`config.mk`:
```
export PLATFORM = sky130hd
export DESIGN_NAME = bus_write_monitor
export DESIGN_NICKNAME = d
export VERILOG_FILES = /design/src/rtl/bus_write_monitor.sv
export SDC_FILE = /design/constraint.sdc
export NUM_CORES = 1
export LEC_CHECK = 0
export CAP_MARGIN = 10
export CORE_MARGIN = 2
export CORE_UTILIZATION = 35
export DETAILED_ROUTE_END_ITERATION = 7
export PLACE_DENSITY = 0.6
export SETUP_SLACK_MARGIN = 0.02
export SYNTH_ARGS = -nofsm -noshare
export SYNTH_HDL_FRONTEND = slang
export SYNTH_SLANG_ARGS = --single-unit
```
`constraint.sdc`:
```
create_clock -name clk -period 2.65 [get_ports clk]
set_input_delay 0.3975 -clock clk [delete_from_list [all_inputs] [get_ports clk]]
set_output_delay 0.3975 -clock clk [all_outputs]
set_load 0.1 [all_outputs]
```
`src/rtl/bus_write_monitor.sv`:
```
// Store-capture monitor: FIFO of core stores with done-address detection.
// Define BUS_WRITE_MONITOR_TIMESTAMP_EN to tag each entry with a cycle stamp.
module bus_write_monitor #(
  parameter int ADDR_W    = 13,
  parameter int DATA_W    = 16,
  parameter int DEPTH     = 16,
  parameter int DONE_ADDR = 220,
  localparam int PTR_W    = $clog2(DEPTH),
  localparam int CNT_W    = PTR_W + 1
) (
  input  logic                     clk,
  input  logic                     reset_n,
  input  logic                     mem_write,
  input  logic [ADDR_W-1:0]        data_adr,
  input  logic [DATA_W-1:0]        write_data,
  input  logic                     clear,
  output logic                     out_valid,
  input  logic                     out_ready,
  output logic [ADDR_W+DATA_W-1:0] out_data,
`ifdef BUS_WRITE_MONITOR_TIMESTAMP_EN
  output logic [15:0]              out_time,
`endif
  output logic [CNT_W-1:0]         count,
  output logic                     done,
  output logic [DATA_W-1:0]        done_data,
  output logic                     overflow
);

  localparam int PAY_W = ADDR_W + DATA_W;
`ifdef BUS_WRITE_MONITOR_TIMESTAMP_EN
  localparam int ENT_W = PAY_W + 16;
`else
  localparam int ENT_W = PAY_W;
`endif

  localparam logic [ADDR_W-1:0] DONE_A = ADDR_W'(DONE_ADDR);
  localparam logic [CNT_W-1:0]  FULL_C = CNT_W'(DEPTH);

  typedef enum logic {
    CAPTURE,
    STOPPED
  } state_t;

  state_t             state_q;
  state_t             state_d;
  logic               done_set;

  logic [ENT_W-1:0]   mem [DEPTH];
  logic [PTR_W-1:0]   wr_ptr;
  logic [PTR_W-1:0]   rd_ptr;
  logic [CNT_W-1:0]   count_q;
  logic               done_q;
  logic               ovf_q;
  logic [DATA_W-1:0]  done_data_q;

  logic               push_req;
  logic               pop;
  logic               full;
  logic               push;
  logic               drop;
  logic [ENT_W-1:0]   entry;
  logic [ENT_W-1:0]   head;

`ifdef BUS_WRITE_MONITOR_TIMESTAMP_EN
  logic [15:0]        ts_q;

  // Free-running stamp; deliberately untouched by clear.
  always_ff @(posedge clk or negedge reset_n) begin
    if (!reset_n) ts_q <= '0;
    else          ts_q <= ts_q + 16'd1;
  end

  assign entry = {ts_q, data_adr, write_data};
`else
  assign entry = {data_adr, write_data};
`endif

  assign out_valid = (count_q != '0);
  assign full      = (count_q == FULL_C);
  assign push_req  = mem_write && (state_q == CAPTURE) && !clear;
  assign pop       = out_valid && out_ready && !clear;
  assign push      = push_req && (!full || pop);
  assign drop      = push_req && full && !pop;

  always_comb begin
    state_d  = state_q;
    done_set = 1'b0;
    if (clear) begin
      state_d = CAPTURE;
    end else begin
      unique case (state_q)
        CAPTURE: begin
          if (mem_write && data_adr == DONE_A) begin
            state_d  = STOPPED;
            done_set = 1'b1;
          end
        end
        STOPPED: state_d = STOPPED;
        default: state_d = CAPTURE;
      endcase
    end
  end

  always_ff @(posedge clk or negedge reset_n) begin
    if (!reset_n) state_q <= CAPTURE;
    else          state_q <= state_d;
  end

  always_ff @(posedge clk or negedge reset_n) begin
    if (!reset_n) begin
      wr_ptr      <= '0;
      rd_ptr      <= '0;
      count_q     <= '0;
      done_q      <= 1'b0;
      ovf_q       <= 1'b0;
      done_data_q <= '0;
    end else if (clear) begin
      wr_ptr  <= '0;
      rd_ptr  <= '0;
      count_q <= '0;
      done_q  <= 1'b0;
      ovf_q   <= 1'b0;
    end else begin
      if (push) wr_ptr <= wr_ptr + PTR_W'(1);
      if (pop)  rd_ptr <= rd_ptr + PTR_W'(1);
      unique case ({push, pop})
        2'b10:   count_q <= count_q + CNT_W'(1);
        2'b01:   count_q <= count_q - CNT_W'(1);
        default: count_q <= count_q;
      endcase
      if (drop) ovf_q <= 1'b1;
      if (done_set) begin
        done_q      <= 1'b1;
        done_data_q <= write_data;
      end
    end
  end

  // Storage needs no reset: a slot is only visible once written.
  always_ff @(posedge clk) begin
    if (push) mem[wr_ptr] <= entry;
  end

  assign head      = mem[rd_ptr];
  assign out_data  = out_valid ? head[PAY_W-1:0] : '0;
`ifdef BUS_WRITE_MONITOR_TIMESTAMP_EN
  assign out_time  = out_valid ? head[ENT_W-1 -: 16] : '0;
`endif
  assign count     = count_q;
  assign done      = done_q;
  assign done_data = done_data_q;
  assign overflow  = ovf_q;

endmodule

```
* Word-level counts from Yosys, hierarchy flattened
Memories as Yosys holds them, arrays and structs flattened. Index checks and enable logic that the tools add are counted.
Storage, ports and cells: register bits 32, latch bits 0, bits in writable memories 464, ROM bits 0, output and inout port bits 53, memories kept 1
Memory list:
- mem | depth 16, width 29, rd ports 1, clocked after memory_dff 0, wr ports 1, RTL line 48 | logic [ENT_W-1:0] mem [DEPTH];
Operators by class: add/sub/neg operators 4, multiply operators 0, divide/modulo/power cells 0, order comparisons 0, equality and inequality tests 4, shifts and indexed selects 0, multiplexer cells 18, bitwise operators 2, reductions and logical operators 19
Operators by type and width (count):
- 2-to-1 mux 29 bit | 1
- 2-to-1 mux 4 bit | 4
- == test 13 x 8 -> 1 bit (second input constant) | 1
- 2-to-1 mux 1 bit | 10
- one-hot mux 5 bit (2 select lines) | 1
- adder 4 x 1 -> 4 bit (second input constant) | 2
- logical AND 1 bit | 8
- nonzero test 2 bit | 4
- adder 5 x 1 -> 5 bit (second input constant) | 1
- == test 5 bit (second input constant) | 1
- 2-to-1 mux 5 bit | 1
- nonzero test 5 bit | 1
- subtractor 5 x 1 -> 5 bit (second input constant) | 1
- zero test 1 bit | 3
- nonzero test 3 bit | 1
- == test 2 x 1 -> 1 bit (second input constant) | 1
- == test 2 bit (second input constant) | 1
- inverter 1 bit | 2
- one-hot mux 1 bit (2 select lines) | 1
- AND reduction 2 bit | 1
- logical OR 1 bit | 1

* Depth between registers and ports, before layout
Gate-level depths: netlist (run 1).
depth after elaboration 8, mapped depth 10, depth with buffers taken out 9

* Worst setup path before layout (run 1)
Ideal clock, no wire load.
path type reg2out, from register count_q[1] (netlist: count[1]), to output out_data[17], arrival time 4122 ps, required time 2253 ps, slack -1869 ps, cell stages (with the launch flop) 9, buffers on the path 3, cell sequence dfrtp_1 or4_1 buf_2 nor2_1 inv_1 nand2b_1 buf_2 buf_4 o22ai_1
On the way: cells in the longest elaborated chain, start to end 2
RTL lines:
- start, declared | RTL line 51 | logic [CNT_W-1:0] count_q;
- start signal, assigned | RTL line 127 | 2'b10: count_q <= count_q + CNT_W'(1);
- start signal, assigned | RTL line 128 | 2'b01: count_q <= count_q - CNT_W'(1);
- start signal, assigned | RTL line 129 | default: count_q <= count_q;
- nonzero test 5 bit | RTL line 78 | assign out_valid = (count_q != '0);
- via out_valid | RTL line 17 | output logic out_valid,
- 2-to-1 mux 29 bit | RTL line 145 | assign out_data = out_valid ? head[PAY_W-1:0] : '0;
- end, declared | RTL line 19 | output logic [ADDR_W+DATA_W-1:0] out_data,
The timed path passes the listed nets, and every way through them passes these cells.

* Worst setup path in the final report (run 1)
from register count_q[0] (netlist: count[0]), to output out_data[25]
On the way: cells in the longest elaborated chain, start to end 2
RTL lines (RTL line):
- nonzero test 5 bit | 78
- 2-to-1 mux 29 bit | 145
No other way between the ends.

==> impl_metrics.csv, run 1 <==
group,metric,value,unit
outcome,outcome,"complete, but fails checks",
outcome,violations,"negative setup slack",
sta,max_freq,329,MHz
sta,setup-violations-final,32,
clock_tree,clock-root-buffer,"clkbuf_16",
clock_tree,cts_tree,"built",
die,start_util,35.5,%
setup_path,cp_common_cell,"buf_12",
layout,final_layout_size_suffix_gt1_share,39.4,%
layout,synthToLayoutAreaGrowth,28.2,%
place,place_ws,-99.2,ps
sta,timing.final.crit_share,115,%
clock_tree,htree_levels,2,
setup_path,crit_arrival,2640,ps
logic_synthesis,synth_area_leaders,"edfxtp_1 (73%), mux4_2 (14%), dfrtp_1 (4.2%)",
drt,wl_per_cell,24.3,µm
drt,post-route-drc-count,0,
logic_synthesis,ys_seq_elements,496,
logic_synthesis,synth_edf_count,464,
logic_synthesis,ys_seq_area_share,76.8,%
layout,diodes,0,
logic_synthesis,synthesis.instances,869,
drt,postRouteAntennaNets,0,
sta,rsz0062_at_grt,"true",
logic_synthesis,yosysUniqueCellTypes,43,
global_routing,grt_pass1_wl,65300,µm
die,core,0.0540,mm²
setup_path,crit_path_end_kind,"output port",
setup_path,crit_fanout,9,
drt,routed_wl,44100,µm
setup_path,worst_path_largest_cell_delay,560,ps
sta,slew_headroom,40.0,%
logic_synthesis,syn_area,0.0192,mm²
die,die_x,238,µm
sta,skew,17.0,ps
global_routing,grtUsageTotal,15.8,%
setup_path,crit_chain,"or4_4, nor2_4, clkinvlp_4, nand2b_4, buf_12, o22ai_4, buf_12",
sta,worst_slack,-389,ps
setup_path,path_buf_inv,3,
drt,avgViaCountPerCell,5.14,
setup_path,r2r-start,"count[0]$_DFFE_PN0P_",
clock_tree,numCtsBuffers,50,
global_routing,overflow,0,
layout,fin_cells,1812,
logic_synthesis,yosysTopAreaCell,"edfxtp_1",
logic_synthesis,synth_top_area_share,72.6,%
layout,fin_nets,1120,
place,hpwl,27200,µm
layout,layout_commonest_cell,"edfxtp_1",
setup_path,reg2reg_slack,-190,ps
setup_path,r2r_end,"count[4]$_DFFE_PN0P_",
setup_path,crit_type,"reg2out",
clock_tree,insertion_delay,570,ps
place,routabilityCongestion,0.756,
logic_synthesis,synth_nets,910,
die,ios,87,
logic_synthesis,async_reset_ff_share,6.45,%
logic_synthesis,syn_avg_cell_area,22.1,µm²
drt,drt-initial-drc-count,774,
setup_path,start_kind,"flop",
global_routing,grt_pass1_vias,9866,
flow_run,drv_cap,0,
die,rows,85,
layout,layout_common_cells,"edfxtp_1 (464), mux4_2 (116), buf_12 (81)",
logic_synthesis,yosysWarningCount,0,
pwr,finalPower,24.5,mW
global_routing,grt_max_degree,48,
pwr,leakage,7.88,nW
die,dieArea,0.0567,mm²
sta,hold_viol,0,
place,dp.cells,1710,
drt,firstDrtPassIters,5,
setup_path,critPathRequiredTime,2250,ps
sta,min_period,3040,ps
place,port_buffers,86,
global_routing,antenna_found_initial,2,
min_path,min-delay-path-class,"in2async",
pwr,powerDensity,995,mW/mm²
pwr,irDropWorstVdd,0.638,mV
setup_path,cpMaxStageDelayCell,"or4_4",
die,die_y,238,µm
setup_path,critPathTopFamily,"simple AND/OR/NAND/NOR gates",
clock_tree,clock_sinks,496,
sta,tightestPinTransition,900,ps
logic_synthesis,ys.flop_type,"edfxtp_1",
drt,vias,9305,
clock_tree,clkTransAtPathRegs,60,ps
layout,n_fill_cell,4552,
clock_tree,cts.path.max_buffers,3,
sta,slew_viol_final,0,
setup_path,r2r_cells,11,
[state kept, by name (all words and copies together) (netlist names)]
name       cells
done           1
count          5
wr_ptr         4
mem          464
done_data     16
overflow       1
rd_ptr         4
state_q        1
[metal layers]
metal / routed length, µm / global-route usage (%) / vias to the layer above
li1: - / - / 4077
met2: 21000 / 25.1 / 212
met4: 637 / 3.56 / 0
met5: 0 / 0 / -
met3: 2130 / 3.23 / 55
met1: 20400 / 22.6 / 4961
[cell type report]
cell class              instances  area [µm²]  area share, %
clock buffers                  74        1450           5.88
clock inverters                15         146          0.595
inverters                       7        30.0          0.122
multi-input cells             323        4710           19.1
flip-flops and latches        496       14800           60.0
well taps                     696         871           3.54
repair buffers                201        2640           10.7
[synth_stat cells, types with 2 or more instances]
master,number
dfrtp_1,32
a21oi_1,8
nand3_1,8
xnor2_1,3
o21ai_0,6
and2_1,16
buf_4,2
nand2_1,12
o22ai_1,29
buf_1,4
mux2_2,16
or3_1,5
mux2i_1,61
buf_2,20
clkbuf_1,17
ha_1,7
xor2_1,2
mux4_2,116
nor2_1,10
edfxtp_1,464
nand2b_1,2
nor2b_1,2
inv_1,7
[repair_timing]
item | in CTS | in global routing
pin swaps | 5 | 9
hold buffers | 1 | 0
hold endpoints to repair | 26 | 0
buffers inserted | 9 | 3
cloned | 1 | 0
setup endpoints to repair | 30 | 91
resized for setup | 5 | 17
[cells by family (layout without fill, tap and decap cells)]
| kind of cell | count (synthesis) | in the layout | synth area share (%) |
|---|---|---|---|
| AOI/OAI and AO/OA | 53 | 53 | 1.81 |
| xor gates and xnor gates | 5 | 5 | 0.228 |
| adders and majority gates | 7 | 7 | 0.456 |
| buffers and inverters | 50 | 297 | 1.15 |
| DFF | 496 | 496 | 76.8 |
| muxes | 193 | 193 | 17.7 |
| and+or+nand+nor | 65 | 65 | 1.84 |
[worst max path at each step]
stage,startpoint,to,cells past startpoint
after floorplan,count[0]$_DFFE_PN0P_,out_data[17],8
after global placement,data_adr[8],done_data[4]$_DFFE_PN0P_,6
after detailed placement,data_adr[8],done_data[6]$_DFFE_PN0P_,6
after CTS,count[1]$_DFFE_PN0P_,out_data[14],8
after global routing,count[0]$_DFFE_PN0P_,out_data[25],7
final,count[0]$_DFFE_PN0P_,out_data[25],7
[through the flow]
stage | TNS [ps] | hold slack, ps | cell area (µm²) | util, %
after floorplan | -14840 | 102 | 19600 | -
after global placement | -1360 | 483 | 22800 | 42.1
after detailed placement | -1390 | 496 | 22800 | 42.1
after CTS | -11690 | 487 | 24500 | 45.4
after global routing | -12480 | 510 | 24600 | 45.5
final | -10090 | 479 | 24600 | 45.5
[power breakdown]
group,total [mW],internal [mW],switching [mW],leakage (nW)
registers,8.75,8.68,0.0729,4.61
clock network,6.88,4.04,2.83,0.777
logic,8.83,3.70,5.13,2.50
total,24.5,16.4,8.04,7.88
Power figures use the tool's default switching activity.
==> inputs of run 2 (changes only) <==
==> constraint.sdc (replaced) <==
create_clock -name clk -period 2.65 [get_ports clk]
set_input_delay 0.53 -clock clk [delete_from_list [all_inputs] [get_ports clk]]
set_output_delay 0.53 -clock clk [all_outputs]
set_load 0.1 [all_outputs]
==> run 2 against run 1 <==
Against the previous run: highest routed layer unchanged; largest power group unchanged; wire length grew 1.4%; power grew 1.9%; critical path type unchanged; the run still ends with negative setup slack left; critical path depth grew 1; non-clock buffer count grew 3; worst hold slack lost 38 ps.
==> impl_metrics.csv, run 2 (same netlist as run 1, synthesis figures left out) <==
group,metric,value,unit
setup_path,worst_path_largest_cell_delay,540,ps
layout,synthToLayoutAreaGrowth,29.0,%
setup_path,crit_arrival,2690,ps
drt,avgViaCountPerCell,5.24,
layout,top_register,"mem",
flow_run,drv_cap,0,
setup_path,crit_path_end_kind,"output port",
drt,post-route-drc-count,0,
die,die_y,238,µm
die,start_util,35.5,%
pwr,clockPowerShare,27.9,%
sta,setup-violations-final,31,
sta,tightestPinTransition,622,ps
setup_path,critPathRequiredTime,2120,ps
sta,hold_viol,0,
die,rows,85,
sta,timing.final.crit_share,121,%
global_routing,grtUsageTotal,15.9,%
sta,rsz0062_at_grt,"true",
drt,routed_wl,44700,µm
sta,min_period,3220,ps
clock_tree,clock_sinks,496,
layout,layout_commonest_cell,"edfxtp_1",
sta,worst_slack,-567,ps
layout,layout_common_cells,"edfxtp_1 (464), mux4_2 (116), buf_12 (82)",
pwr,switching_share,32.8,%
drt,vias,9526,
die,core,0.0540,mm²
layout,largest_reg_flops,464,
die,dieArea,0.0567,mm²
place,placedInstanceArea,0.0228,mm²
layout,post-route-util,45.8,%
global_routing,antenna_found_initial,1,
pwr,power_switching,8.18,mW
setup_path,crit_chain,"or4_4, nor2_4, clkinvlp_4, nand2b_4, buf_12, buf_12, o22ai_4, buf_12",
setup_path,r2r_end,"count[4]$_DFFE_PN0P_",
drt,wl_per_cell,24.6,µm
clock_tree,cts_tree,"built",
clock_tree,htree_levels,2,
place,hpwl,27000,µm
setup_path,crit_fanout,6,
layout,fin_area,0.0248,mm²
die,die_x,238,µm
place,port_buffers,86,
drt,firstDrtPassIters,4,
pwr,irDropWorstVdd,0.930,mV
setup_path,cp_common_cell,"buf_12",
sta,max_freq,311,MHz
min_path,min-delay-path-class,"in2async",
clock_tree,numCtsBuffers,50,
layout,fin_nets,1123,
drt,drt-initial-drc-count,815,
setup_path,r2r_cells,11,
clock_tree,cts.path.max_buffers,3,
pwr,powerDensity,1010,mW/mm²
setup_path,r2r-start,"count[0]$_DFFE_PN0P_",
global_routing,overflow,0,
place,routabilityCongestion,0.769,
layout,final_layout_size_suffix_gt1_share,39.5,%
setup_path,crit_type,"reg2out",
clock_tree,insertion_delay,570,ps
sta,slew_headroom,58.4,%
layout,n_fill_cell,4510,
sta,slew_viol_final,0,
global_routing,grt_pass1_vias,9771,
global_routing,grt_pass1_wl,65600,µm
outcome,violations,"negative setup slack",
drt,postRouteAntennaNets,0,
die,ios,87,
layout,seq_area,0.0148,mm²
setup_path,start_kind,"flop",
layout,fin_cells,1819,
pwr,leakage,7.93,nW
setup_path,reg2reg_slack,-120,ps
clock_tree,clock-root-buffer,"clkbuf_16",
clock_tree,clkTransAtPathRegs,60,ps
pwr,p_comb_share,36.9,%
pwr,finalPower,24.9,mW
sta,skew,21.5,ps
layout,multi_input_area,0.00473,mm²
global_routing,grt_max_degree,28,
outcome,outcome,"complete, but fails checks",
setup_path,crit_start,"count[0]$_DFFE_PN0P_",
pwr,power.sequential.fraction,35.2,%
pwr,p_int,16.7,mW
setup_path,cpMaxStageDelayCell,"or4_4",
place,dp.cells,1711,
## run 2: worst max path at each step
stage | slack, ps | endpoint | cells after the start
floorplan | -670 | out_data[17] | 8
global placement | -290 | done_data[2]$_DFFE_PN0P_ | 8
detailed placement | -290 | done_data[5]$_DFFE_PN0P_ | 8
CTS | -560 | out_data[28] | 7
global route | -610 | out_data[26] | 8
finish | -570 | out_data[26] | 8
## run 2: timing repair
| action | CTS | global route |
|---|---|---|
| setup buffers | 5 | 5 |
| hold buffers | 1 | 0 |
| gates resized for setup | 7 | 16 |
| cloned | 1 | 3 |
| setup endpoints to repair | 30 | 31 |
| hold endpoints to repair | 18 | 0 |
| pin swaps | 6 | 20 |
## run 2: stage by stage
step	TNS [ps]	hold WS (ps)	setup slack (ps)
final	-15770	441	-567
after global routing	-17450	471	-608
after CTS	-15520	428	-559
after detailed placement	-4650	478	-294
after global placement	-4720	491	-290
after floorplan	-18680	234	-666
## run 2: power groups by stage
stage	clock [mW]	combinational (mW)	sequential, mW
6_report	6.96	9.19	8.76
5_1_grt	7.43	9.57	8.77
4_1_cts	7.12	8.62	8.77
3_5_place_dp	0	8.40	8.96
3_3_place_gp	0	8.37	8.95
2_1_floorplan	0	5.49	9.07
## run 2: area by class of cell
class,count,area share [%]
repair buffers,204,11.1
clock buffers,76,5.77
multi-input cells,323,19.1
flip-flops and latches,496,59.6
clock inverters,16,0.788
diodes,1,0.0101
inverters,7,0.121
well taps,696,3.52
## run 2: metal layers
metal,up-vias,global-route usage [%],wire [µm]
met1,5115,22.5,19700
met2,260,25.6,21600
met3,73,2.78,2210
li1,4078,-,-
met5,-,0,0
met4,0,4.43,1160
## run 2: worst max-delay path, delay by kind of cell, from the launching register on
family / cells / cell delay [ps]
and+or+nand+nor: 3 / 850
buffers and inverters: 4 / 660
DFF: 1 / 470
AOI/OAI and AO/OA: 1 / 110
==> inputs of run 3 (changes only) <==
- CAP_MARGIN: 10 -> unset
- TNS_END_PERCENT: unset -> 5
==> run 3 against run 2 <==
Against the previous run: the flow still finishes with violations (negative setup slack); die area is the same; combinational power fell by 5.9%; worst hold slack improved by 56 ps; maximum frequency shrank 0.61%; highest routed layer unchanged.
==> impl_metrics.csv, run 3 (same netlist as run 1, synthesis figures left out) <==
group,metric,value,unit
drt,drt-initial-drc-count,636,
layout,post-route-util,45.3,%
global_routing,use_met2,25.4,%
layout,top_register,"mem",
clock_tree,clkTransAtPathRegs,60,ps
sta,hold_slack,497,ps
layout,synthToLayoutAreaGrowth,27.7,%
die,rows,85,
global_routing,use_met1,21.6,%
sta,setup-violations-final,37,
sta,max_freq,309,MHz
setup_path,start_kind,"flop",
layout,layout_common_cells,"edfxtp_1 (464), mux4_2 (116), buf_4 (90)",
layout,fin_area,0.0245,mm²
global_routing,overflow,0,
global_routing,grtUsageTotal,15.5,%
sta,slew_viol_final,0,
place,routabilityCongestion,0.727,
layout,largest_reg_flops,464,
pwr,leakage,7.86,nW
sta,timing.final.crit_share,122,%
place,dp.cells,1719,
pwr,irDropWorstVdd,0.897,mV
clock_tree,numCtsBuffers,50,
layout,diodes,0,
global_routing,grt_use_met3,2.80,%
drt,firstDrtPassIters,4,
sta,min_period,3240,ps
outcome,outcome,"complete, but fails checks",
die,dieArea,0.0567,mm²
global_routing,grt_pass1_wl,64200,µm
sta,slew_headroom,57.3,%
place,port_buffers,86,
setup_path,crit_path_end_kind,"output port",
flow_run,drv_cap,0,
global_routing,grt_max_degree,49,
layout,final_layout_size_suffix_gt1_share,39.1,%
sta,hold_viol,0,
sta,tightestPinTransition,638,ps
clock_tree,clock-root-buffer,"clkbuf_16",
min_path,min-delay-path-class,"in2async",
die,core,0.0540,mm²
drt,avgViaCountPerCell,5.11,
drt,routed_wl,43300,µm
pwr,powerDensity,983,mW/mm²
clock_tree,cts.path.max_buffers,3,
die,ios,87,
sta,finalSetupTns,-16480,ps
sta,rsz0062_at_grt,"true",
layout,fin_nets,1123,
sta,skew,16.2,ps
global_routing,grt_busiest_layer,"met2",
clock_tree,cts_tree,"built",
place,hpwl,26300,µm
setup_path,crit_fanout,11,
die,start_util,35.5,%
drt,wl_per_cell,23.8,µm
setup_path,crit_type,"reg2out",
clock_tree,insertion_delay,580,ps
sta,worst_slack,-587,ps
drt,postRouteAntennaNets,0,
clock_tree,htree_levels,2,
die,die_x,238,µm
layout,layout_commonest_cell,"edfxtp_1",
die,die_y,238,µm
clock_tree,clock_sinks,496,
layout,fin_cells,1820,
outcome,violations,"negative setup slack",
global_routing,grt_pass1_vias,9672,
setup_path,critPathRequiredTime,2120,ps
place,placedInstanceArea,0.0228,mm²
drt,vias,9297,
setup_path,crit_arrival,2710,ps
drt,post-route-drc-count,0,
global_routing,antenna_found_initial,1,
-- run 3: metrics by stage --
stage	total power, mW	setup slack, ps
2_1_floorplan	14.6	-666
3_3_place_gp	17.5	-227
3_5_place_dp	17.6	-291
4_1_cts	24.4	-626
5_1_grt	25.0	-677
6_report	24.1	-587
-- run 3: where the power goes --
group	leakage (nW)	internal, mW	switching, mW
Sequential	4.61	8.68	0.0578
Combinational	2.48	3.60	5.06
Clock	0.768	3.87	2.83
-- run 3: final timing paths --
kind | slack, ps | from | to | depth (start not counted)
worst max-delay path | -590 | count[1]$_DFFE_PN0P_ | out_data[0] | 7
worst min-delay path | 500 | reset_n | done_data[6]$_DFFE_PN0P_ | 2
worst max register to register | -30 | count[1]$_DFFE_PN0P_ | count[4]$_DFFE_PN0P_ | 10
worst min register to register | 500 | done$_DFFE_PN0P_ | done$_DFFE_PN0P_ | 1
max in group asynchronous | 1490 | reset_n | done_data[15]$_DFFE_PN0P_ | 3
min in group clk | 500 | done$_DFFE_PN0P_ | done$_DFFE_PN0P_ | 1
-- run 3: critical path, stage by stage (launching register included) --
cell and delay, ps:
dfrtp_4 470, or4_4 540, nor2_4 180, clkinvlp_4 220
nand2b_4 190, buf_12 200, o22ai_2 120, buf_12 190
-- run 3: what timing repair did --
| action | 4_1_cts | 5_1_grt |
|---|---|---|
| setup buffers | 4 | 1 |
| resized for setup | 7 | 10 |
| hold buffers | 1 | 0 |
| setup endpoints to repair | 60 | 253 |
| cloned | 1 | 0 |
| pin swaps | 18 | 1 |
| endpoints found under the hold margin | 23 | 0 |
-- run 3: area by class of cell --
cell class,count,area (µm²)
Fill cell,4481,29500
Sequential cell,496,14800
Multi-Input combinational cell,323,4680
Timing Repair Buffer,204,2580
Clock buffer,81,1460
Tap cell,696,871
Clock inverter,13,118
Inverter,7,30.0
-- run 3: metal layers --
| metal | up-vias | wire, µm |
|---|---|---|
| li1 | 4080 | - |
| met1 | 4945 | 19400 |
| met2 | 207 | 21200 |
| met3 | 65 | 1810 |
| met4 | 0 | 885 |
| met5 | - | 0 |
